<file path="src/rtl/alu_seq_pkg.sv">
// Shared opcode/state definitions for the handshaked sequential ALU.
// The iterative-op helper is meaningful only when ALU_SEQ_MULDIV_EN is defined.
package alu_seq_pkg;

    typedef enum logic [3:0] {
        OP_AND  = 4'b0000,
        OP_OR   = 4'b0001,
        OP_ADD  = 4'b0010,
        OP_SLL  = 4'b0011,
        OP_SRL  = 4'b0100,
        OP_SRA  = 4'b0101,
        OP_SUB  = 4'b0110,
        OP_SLT  = 4'b0111,
        OP_MUL  = 4'b1000,
        OP_DIVU = 4'b1001,
        OP_REMU = 4'b1010,
        OP_XOR  = 4'b1011,
        OP_NOR  = 4'b1100,
        OP_SLTU = 4'b1111
    } op_e;

    typedef enum logic [1:0] {
        IDLE = 2'd0,
        ITER = 2'd1,
        DONE = 2'd2
    } state_e;

    function automatic logic is_iter_op(input op_e op);
        return (op == OP_MUL) || (op == OP_DIVU) || (op == OP_REMU);
    endfunction

endpackage

</file>
<file path="src/rtl/alu_seq_muldiv.sv">
// Iterative engine: shift-add multiply (low WIDTH bits) and restoring unsigned divide.
// A start pulse latches operands; done is high on the final step, result is valid after it.
module alu_seq_muldiv
    import alu_seq_pkg::*;
#(
    parameter int WIDTH = 32
) (
    input  logic             clk,
    input  logic             rst_n,
    input  logic             start,
    input  op_e              op,
    input  logic [WIDTH-1:0] a,
    input  logic [WIDTH-1:0] b,
    output logic             done,
    output logic [WIDTH-1:0] result
);

    localparam int CW = $clog2(WIDTH + 1);

    logic [CW-1:0]    cnt_q;
    logic [WIDTH-1:0] rem_q;
    logic [WIDTH-1:0] quo_q;
    logic [WIDTH-1:0] opb_q;
    logic             mul_q;
    logic             div_q;
    logic [WIDTH:0]   shifted;
    logic [WIDTH-1:0] trial;
    logic             fits;

    // rem_q doubles as the product accumulator; quo_q as the multiplier shift register.
    always_comb begin
        shifted = {rem_q, quo_q[WIDTH-1]};
        fits    = (shifted >= {1'b0, opb_q});
        trial   = shifted[WIDTH-1:0] - opb_q;
    end

    always_ff @(posedge clk or negedge rst_n) begin
        if (!rst_n) begin
            cnt_q <= '0;
            rem_q <= '0;
            quo_q <= '0;
            opb_q <= '0;
            mul_q <= 1'b0;
            div_q <= 1'b0;
        end else if (start) begin
            cnt_q <= CW'(WIDTH);
            rem_q <= '0;
            mul_q <= (op == OP_MUL);
            div_q <= (op == OP_DIVU);
            quo_q <= (op == OP_MUL) ? b : a;
            opb_q <= (op == OP_MUL) ? a : b;
        end else if (cnt_q != '0) begin
            cnt_q <= cnt_q - CW'(1);
            if (mul_q) begin
                if (quo_q[0]) rem_q <= rem_q + opb_q;
                quo_q <= quo_q >> 1;
                opb_q <= opb_q << 1;
            end else if (fits) begin
                rem_q <= trial;
                quo_q <= {quo_q[WIDTH-2:0], 1'b1};
            end else begin
                rem_q <= shifted[WIDTH-1:0];
                quo_q <= {quo_q[WIDTH-2:0], 1'b0};
            end
        end
    end

    // A zero divisor always "fits", giving an all-ones quotient and the dividend as remainder.
    assign done   = (cnt_q == CW'(1));
    assign result = div_q ? quo_q : rem_q;

endmodule

</file>
<file path="src/rtl/alu_seq.sv">
// Handshaked ALU with registered result and zero flag; single-cycle ops issue at full rate.
// Define ALU_SEQ_MULDIV_EN to compile in the iterative MUL/DIVU/REMU path.
//
//   state | meaning
//   IDLE  | accepting ops when the output slot is empty or being taken
//   ITER  | iterative engine stepping, one bit per cycle
//   DONE  | engine finished, result loaded into the output slot
module alu_seq
    import alu_seq_pkg::*;
#(
    parameter int WIDTH = 32,
    parameter int SHW   = $clog2(WIDTH)
) (
    input  logic             clk,
    input  logic             rst_n,
    input  logic             in_valid,
    output logic             in_ready,
    input  logic [3:0]       op,
    input  logic [WIDTH-1:0] in1,
    input  logic [WIDTH-1:0] in2,
    output logic             out_valid,
    input  logic             out_ready,
    output logic [WIDTH-1:0] result,
    output logic             zero_flag,
    output logic             busy
);

    state_e           state_q;
    state_e           state_d;
    logic             accept;
    logic             load;
    logic [WIDTH-1:0] load_val;
    logic [WIDTH-1:0] alu_res;
    logic [SHW-1:0]   shamt;

    assign shamt    = in2[SHW-1:0];
    assign in_ready = (state_q == IDLE) && (!out_valid || out_ready);
    assign accept   = in_valid && in_ready;

    always_comb begin
        alu_res = '0;
        case (op_e'(op))
            OP_AND:  alu_res = in1 & in2;
            OP_OR:   alu_res = in1 | in2;
            OP_ADD:  alu_res = in1 + in2;
            OP_SUB:  alu_res = in1 - in2;
            OP_XOR:  alu_res = in1 ^ in2;
            OP_NOR:  alu_res = ~(in1 | in2);
            OP_SLL:  alu_res = in1 << shamt;
            OP_SRL:  alu_res = in1 >> shamt;
            OP_SRA:  alu_res = $signed(in1) >>> shamt;
            OP_SLT:  alu_res = {{(WIDTH-1){1'b0}}, $signed(in1) < $signed(in2)};
            OP_SLTU: alu_res = {{(WIDTH-1){1'b0}}, in1 < in2};
            default: alu_res = '0;
        endcase
    end

`ifdef ALU_SEQ_MULDIV_EN
    logic             md_start;
    logic             md_done;
    logic [WIDTH-1:0] md_result;

    alu_seq_muldiv #(.WIDTH(WIDTH)) u_muldiv (
        .clk    (clk),
        .rst_n  (rst_n),
        .start  (md_start),
        .op     (op_e'(op)),
        .a      (in1),
        .b      (in2),
        .done   (md_done),
        .result (md_result)
    );

    always_comb begin
        state_d  = state_q;
        load     = 1'b0;
        load_val = alu_res;
        md_start = 1'b0;
        case (state_q)
            IDLE: begin
                if (accept) begin
                    if (is_iter_op(op_e'(op))) begin
                        md_start = 1'b1;
                        state_d  = ITER;
                    end else begin
                        load = 1'b1;
                    end
                end
            end
            ITER: if (md_done) state_d = DONE;
            DONE: begin
                load     = 1'b1;
                load_val = md_result;
                state_d  = IDLE;
            end
            default: state_d = IDLE;
        endcase
    end

    assign busy = (state_q == ITER);
`else
    always_comb begin
        state_d  = IDLE;
        load     = accept;
        load_val = alu_res;
    end

    assign busy = 1'b0;
`endif

    // The slot is guaranteed empty or being taken whenever load fires, so no data is lost.
    always_ff @(posedge clk or negedge rst_n) begin
        if (!rst_n) begin
            state_q   <= IDLE;
            out_valid <= 1'b0;
            result    <= '0;
            zero_flag <= 1'b1;
        end else begin
            state_q <= state_d;
            if (load) begin
                out_valid <= 1'b1;
                result    <= load_val;
                zero_flag <= (load_val == '0);
            end else if (out_ready) begin
                out_valid <= 1'b0;
            end
        end
    end

endmodule

</file>
<file path="config.mk">
export PLATFORM = sky130hd
export DESIGN_NAME = alu_seq
export DESIGN_NICKNAME = d
export VERILOG_FILES = /design/src/rtl/alu_seq_pkg.sv /design/src/rtl/alu_seq_muldiv.sv /design/src/rtl/alu_seq.sv
export SDC_FILE = /design/constraint.sdc
export NUM_CORES = 1
export LEC_CHECK = 0
export CORE_MARGIN = 2
export CORE_UTILIZATION = 40
export CTS_CLUSTER_DIAMETER = 50
export CTS_CLUSTER_SIZE = 14
export DETAILED_ROUTE_END_ITERATION = 7
export SLEW_MARGIN = 0
export SYNTH_ARGS = -nofsm -noshare
export SYNTH_HDL_FRONTEND = slang
export SYNTH_SLANG_ARGS = --single-unit
export TNS_END_PERCENT = 5
</file>
<file path="constraint.sdc">
create_clock -name clk -period 7.25 [get_ports clk]
set_input_delay 1.45 -clock clk [delete_from_list [all_inputs] [get_ports clk]]
set_output_delay 1.45 -clock clk [all_outputs]
set_load 0.05 [all_outputs]
</file>
Yosys cells after proc, flatten, opt, wreduce, memory -nomap -nowiden
Cells that the tools add are included.
{"block": "classes", "addsub": 2, "magnitude_cmp": 2, "eq_ne": 10, "shifts": 3, "muxes": 3, "bitwise_logic": 4, "n_reduce_logical": 6}
{"operator": "$pmux 32 s11", "count": 1}
{"operator": "$lt 32x32->1", "count": 2}
{"operator": "$add 32x32->32", "count": 1}
{"operator": "$and 32x32->32", "count": 1}
{"operator": "$logic_not 32->1", "count": 1}
{"operator": "$not 32->32", "count": 1}
{"operator": "$or 32x32->32", "count": 1}
{"operator": "$shl 32x5->32", "count": 1}
{"operator": "$shr 32x5->32", "count": 1}
{"operator": "$sshr 32x5->32", "count": 1}
{"operator": "$sub 32x32->32", "count": 1}
{"operator": "$xor 32x32->32", "count": 1}
{"operator": "$eq 4x3->1 const B", "count": 4}
{"operator": "$eq 4x4->1 const B", "count": 3}
{"operator": "$eq 4x2->1 const B", "count": 2}
{"operator": "$eq 4x1->1 const B", "count": 1}
{"operator": "$logic_not 4->1", "count": 1}
{"operator": "$mux 1", "count": 2}
{"operator": "$reduce_bool 2->1", "count": 1}
{"operator": "$logic_and 1x1->1", "count": 1}
{"operator": "$logic_not 1->1", "count": 1}
{"operator": "$logic_or 1x1->1", "count": 1}
{"block": "word_totals", "reg_bits": 34, "inputBits": 72, "output_inout_bits": 36, "word_cells": 33}

Longest topological paths before layout
{"block": "logic_depth", "word_depth": 4, "mapped_depth": 18, "ltp_nobuf": 14}

Worst setup path after synthesis
OpenSTA, ideal clock, no wires.
{"block": "synth_timing", "path_kind": "input-to-reg", "from": "input in2[3]", "to": "register zero_flag", "setup_time_ps": 72, "arrival_ps": 5691, "required_ps": 7178, "slack_ps": 1487, "stages": 17, "path_buffers": 5, "path_cell_list": "clkbuf_1 > inv_1 > clkbuf_1 > clkbuf_1 > clkbuf_1 > ha_1 > clkbuf_1 > nor4_1 > o21ai_0 > nand2_1 > o21ai_1 > o21a_1 > o31a_1 > or3_1 > or4_1 > or4_1 > o21ai_1"}
{"block": "synth_via", "elab_chain_len": 4, "elab_cells_between_ends": 13, "cone_classes": "add/sub (2); order compare (2); shift (3); mux (1); bitwise (4); reduce/logical (1)"}
{"item": "from (decl)", "line_no": "alu_seq.sv:20", "rtl": "input logic [WIDTH-1:0] in2,"}
{"item": "parallel branches: the longest is 2 deep, another holds $sub 32x32->32"}
{"item": "$pmux 32 s11 (*)", "line_no": "alu_seq.sv:42", "rtl": "case (op_e'(op))"}
{"item": "$logic_not 32->1 (*)", "line_no": "alu_seq.sv:123", "rtl": "zero_flag <= (load_val == '0);"}
{"item": "to (signal assigned)", "line_no": "alu_seq.sv:123"}
{"item": "to (decl)", "line_no": "alu_seq.sv:24", "rtl": "output logic zero_flag,"}
Every way passes the cells marked *.
A chain may end at the register's enable or synchronous reset.

Worst setup path after layout
{"block": "layout_timing", "from": "input in1[0]", "to": "register zero_flag"}
{"block": "layout_via", "elab_chain_len": 4, "elab_cells_between_ends": 13, "cone_classes": "add/sub (2); order compare (2); shift (3); mux (1); bitwise (4); reduce/logical (1)"}
{"item": "from (decl)", "line_no": "alu_seq.sv:19", "rtl": "input logic [WIDTH-1:0] in1,"}
{"item": "parallel branches: the longest is 2 deep, another holds $sub 32x32->32"}
{"item": "$pmux 32 s11 (*)", "line_no": "alu_seq.sv:42"}
{"item": "$logic_not 32->1 (*)", "line_no": "alu_seq.sv:123"}
Marks and branches as above.

==> impl_summary.md <==
Final layout
The share of cells above drive strength 1 is 12.5%. The number of standard cells in the layout, taps in and fillers out is 1,998. Leaving out fill and tap cells, the most frequent cell in the layout is sky130_fd_sc_hd__nand2_1. The library cells used most frequently in the layout, excluding fill and tap cells, are 137 x sky130_fd_sc_hd__nand2_1, 111 x sky130_fd_sc_hd__nor2_1, 101 x sky130_fd_sc_hd__clkdlybuf4s50_1. Once layout is done, the placed cells without fillers occupy 13,300 sq um.

The final-stage net count is 1,786. The signed area change from the synthesized netlist to the final layout is 13.3%.

STA
Headroom to the max-slew limit came out at 9.49%. Setup repair after global routing left no endpoint under its margin. On the final layout, the worst clock skew is 0.00350 ns.

The number of hold violations in the final report is 0. For the final routed database, the setup TNS stands at 0 ns. The setup-violating endpoint count in the final report is 0. The achievable clock frequency is 164 MHz. The final critical path takes up 84.2% of the cycle. The shortest clock period the worst path allows after layout is 6.11 ns.

The max-slew violation count is 0. The worst-margin pin slew is 1.34 ns. Final hold analysis gives a worst-case slack of 0.469 ns.

Worst setup path
The critical path data arrival time is 6.31 ns. The origin of the critical flop-to-flop path is out_valid. STA puts the critical path data required time at 7.46 ns. The startpoint kind of the worst setup timing path is a primary input.

The startpoint-to-endpoint class of the critical path is in2reg. The largest driver fanout on the critical path is 6. Tracing the worst setup path back leads to its startpoint at in1[0]. STA classifies the critical path endpoint as a flop.

GRT
The remaining global-route overflow is 0. The initial antenna violation count is 1. The first global-routing pass estimated 87.6 mm of wire.

Entering global routing, the biggest net connects 87 pins. The number of global-route vias before repair came to 13,100. For this run, the total global-route usage over all layers was measured as 37.5%.

Routing
After detailed routing, the number of vias per cell comes to 7.12. Dividing the detail-routed wire length by the instance count gives 29.8 um. The count of nets left with antenna violations once routing finished came out at 0.

Wire segments on met3 add up to 6.30 mm in the final route. The final routed DRC violation total is 0. The detailed router put a total of 24.2 mm of wire on met1.

The number of DRC markers after the initial detailed-route iteration is 2,424. The routed length on met2 is 25.7 mm. The first detailed-routing pass took 6 iterations. After detailed routing, no signal wire sits above met4. The overall routed net length is 59.6 mm. For this block, the via count after detailed routing is 14,200.

Placed design
The HPWL after detailed placement is 46.1 mm. The instance count after placement with tap cells included is 1,989. The number of buffers inserted by port buffering is 106. The final estimated routing congestion in global placement is 1.08.

The cell area reported after detailed placement is 13,100 sq um.

Clocking
The clock buffer count from CTS is 5. Hold repair after CTS inserted 0 buffers. Clock latency on the worst-skew pair, taken at its later pin, is 0.28 ns. The number of buffers inserted by post-CTS setup repair is 0.

Clock tree synthesis selected as its root buffer the cell sky130_fd_sc_hd__clkbuf_16. The maximum level of the CTS H-tree is 2. The number of buffers on the longest clock path is 2. In this run, post-CTS repair resized a total of 0 instances. Clock-pin slew was measured on the worst setup and hold paths at 0.05 ns. The total number of clock tree sinks is 34. The CTS tree is done.

Die
108 I/O pins were placed. The placeable core region is 28,800 sq um. The height of the chip is 175 um. The number of cell rows is 62. The initial utilization of the core area, before any placement, comes to 40.8%.

The floorplan die width is 175 um. The floorplan die area is 30,700 sq um.

Logic synthesis
The combined area of all synthesized cells is 11,700 sq um. The mean instance size in the synthesized netlist is 7.39 sq um. After technology mapping, the gate count stands at 1,587. The synthesized netlist net count is 1,761. The sequential share of the synthesized area is 7.26%.

For this run, the leading register cell type out of synthesis is sky130_fd_sc_hd__dfrtp_1. The register bit total from synthesis is 34. In the synthesized netlist the async set-or-reset flop fraction comes to 100%.

The warning count from the yosys run is 0. The number of flops mapped to enable cells by yosys is 0. The distinct cell type count after synthesis is 89.

Pwr
The power consumption is 0.00165 W. The power per standard cell area is 124 nW/um^2. The worst-case IR drop observed on VDD is 0.102 mV. The static leakage is 5.30 nW.

Worst hold path
The worst hold path startpoint is zero_flag. The class of the worst hold path is reg2reg.

Status
The flow ran to the end, and the final reports show no timing, DRC or antenna violations.

Flow run
The count of maximum capacitance violations is 0.
-- power by group --
group | internal (W) | total (W) | leakage (nW) | switching [W]
sequential | 0.000227 | 0.000247 | 0.425 | 0.0000197
clock | 0.000136 | 0.000214 | 0.0739 | 0.0000782
combinational | 0.000410 | 0.00118 | 4.80 | 0.000775
total | 0.000773 | 0.00165 | 5.30 | 0.000873
-- synthesized netlist by cell type (all sizes together) (16+ instances only) --
| cell | count | area [sq um] |
|---|---|---|
| nand2 | 137 | 514 |
| nor2 | 111 | 417 |
| clkbuf | 108 | 405 |
| o21ai | 101 | 505 |
| ha | 100 | 1250 |
| inv | 98 | 368 |
| a21oi | 95 | 475 |
| mux2i | 61 | 611 |
| mux2 | 47 | 529 |
| mux4 | 45 | 1020 |
| nor3 | 41 | 210 |
| buf | 39 | 199 |
| nand3 | 39 | 195 |
| dfrtp | 33 | 826 |
| o22ai | 31 | 194 |
| o211ai | 30 | 225 |
| a211oi | 27 | 203 |
| a22oi | 25 | 188 |
| a221oi | 21 | 184 |
| a21o | 19 | 143 |
| nand2b | 19 | 119 |
| nor4 | 19 | 119 |
| a31oi | 17 | 106 |
| nand4 | 17 | 106 |
| o21a | 16 | 120 |
-- path summary, 6_finish.rpt --
kind | endpoint | slack [ns] | cells past startpoint
min | zero_flag | 0.47 | 2
max | zero_flag | 1.14 | 15
min reg2reg | zero_flag | 0.47 | 2
min in group asynchronous | result[6] | 1.60 | 2
max in group asynchronous | zero_flag | 5.31 | 2
max reg2reg | zero_flag | 3.78 | 12
-- area by class of cell --
cell class              count  area (sq um)
diodes                      1          2.50
clock buffers               7           143
clock inverters             1          5.00
fillers                  2967         15500
inverters                  99           372
multi-input cells        1307          9940
flip-flops and latches     34           852
well taps                 384           480
repair buffers            165          1490
-- logic make-up after synthesis --
family                   share of synthesized area [%]
AO/OA/AOI/OAI                                     33.7
AND/OR/NAND/NOR                                   20.7
buffers and inverters                             8.32
multiplexers                                      18.4
adder cells (fa/ha/maj)                           11.0
flip-flops                                        7.26
XOR/XNOR                                         0.597
other                                           0.0320
-- critical path: stages --
cell and delay [ns]:
sky130_fd_sc_hd__clkdlybuf4s50_1 0.60, sky130_fd_sc_hd__ha_1 0.24, sky130_fd_sc_hd__inv_1 0.08, sky130_fd_sc_hd__fa_1 0.39
sky130_fd_sc_hd__nor2b_1 0.17, sky130_fd_sc_hd__o2111ai_1 0.29, sky130_fd_sc_hd__a211o_1 0.42, sky130_fd_sc_hd__a211oi_1 0.71
sky130_fd_sc_hd__o21a_1 0.38, sky130_fd_sc_hd__a2111o_1 0.18, sky130_fd_sc_hd__o211ai_1 0.09, sky130_fd_sc_hd__a32o_1 0.25
sky130_fd_sc_hd__or4_1 0.41, sky130_fd_sc_hd__or4_1 0.53, sky130_fd_sc_hd__o21ai_1 0.13
-- per-stage QoR --
stage	utilization, %	worst slack (ns)
2_1_floorplan	-	1.49
3_3_place_gp	45.6	1.02
3_5_place_dp	45.6	0.977
4_1_cts	46.2	1.26
5_1_grt	46.2	1.00
6_report	46.2	1.14
-- routing by layer --
| metal | global-route usage [%] | up-vias |
|---|---|---|
| li1 | - | 6164 |
| met1 | 52.0 | 6801 |
| met2 | 57.6 | 1056 |
| met3 | 6.09 | 206 |
| met4 | 15.9 | 0 |
| met5 | 0 | - |
-- state kept, by name (all words and copies together) (netlist names) --
name and cells:
out_valid 1, result 32, zero_flag 1
(Power assumes the default switching activity.)
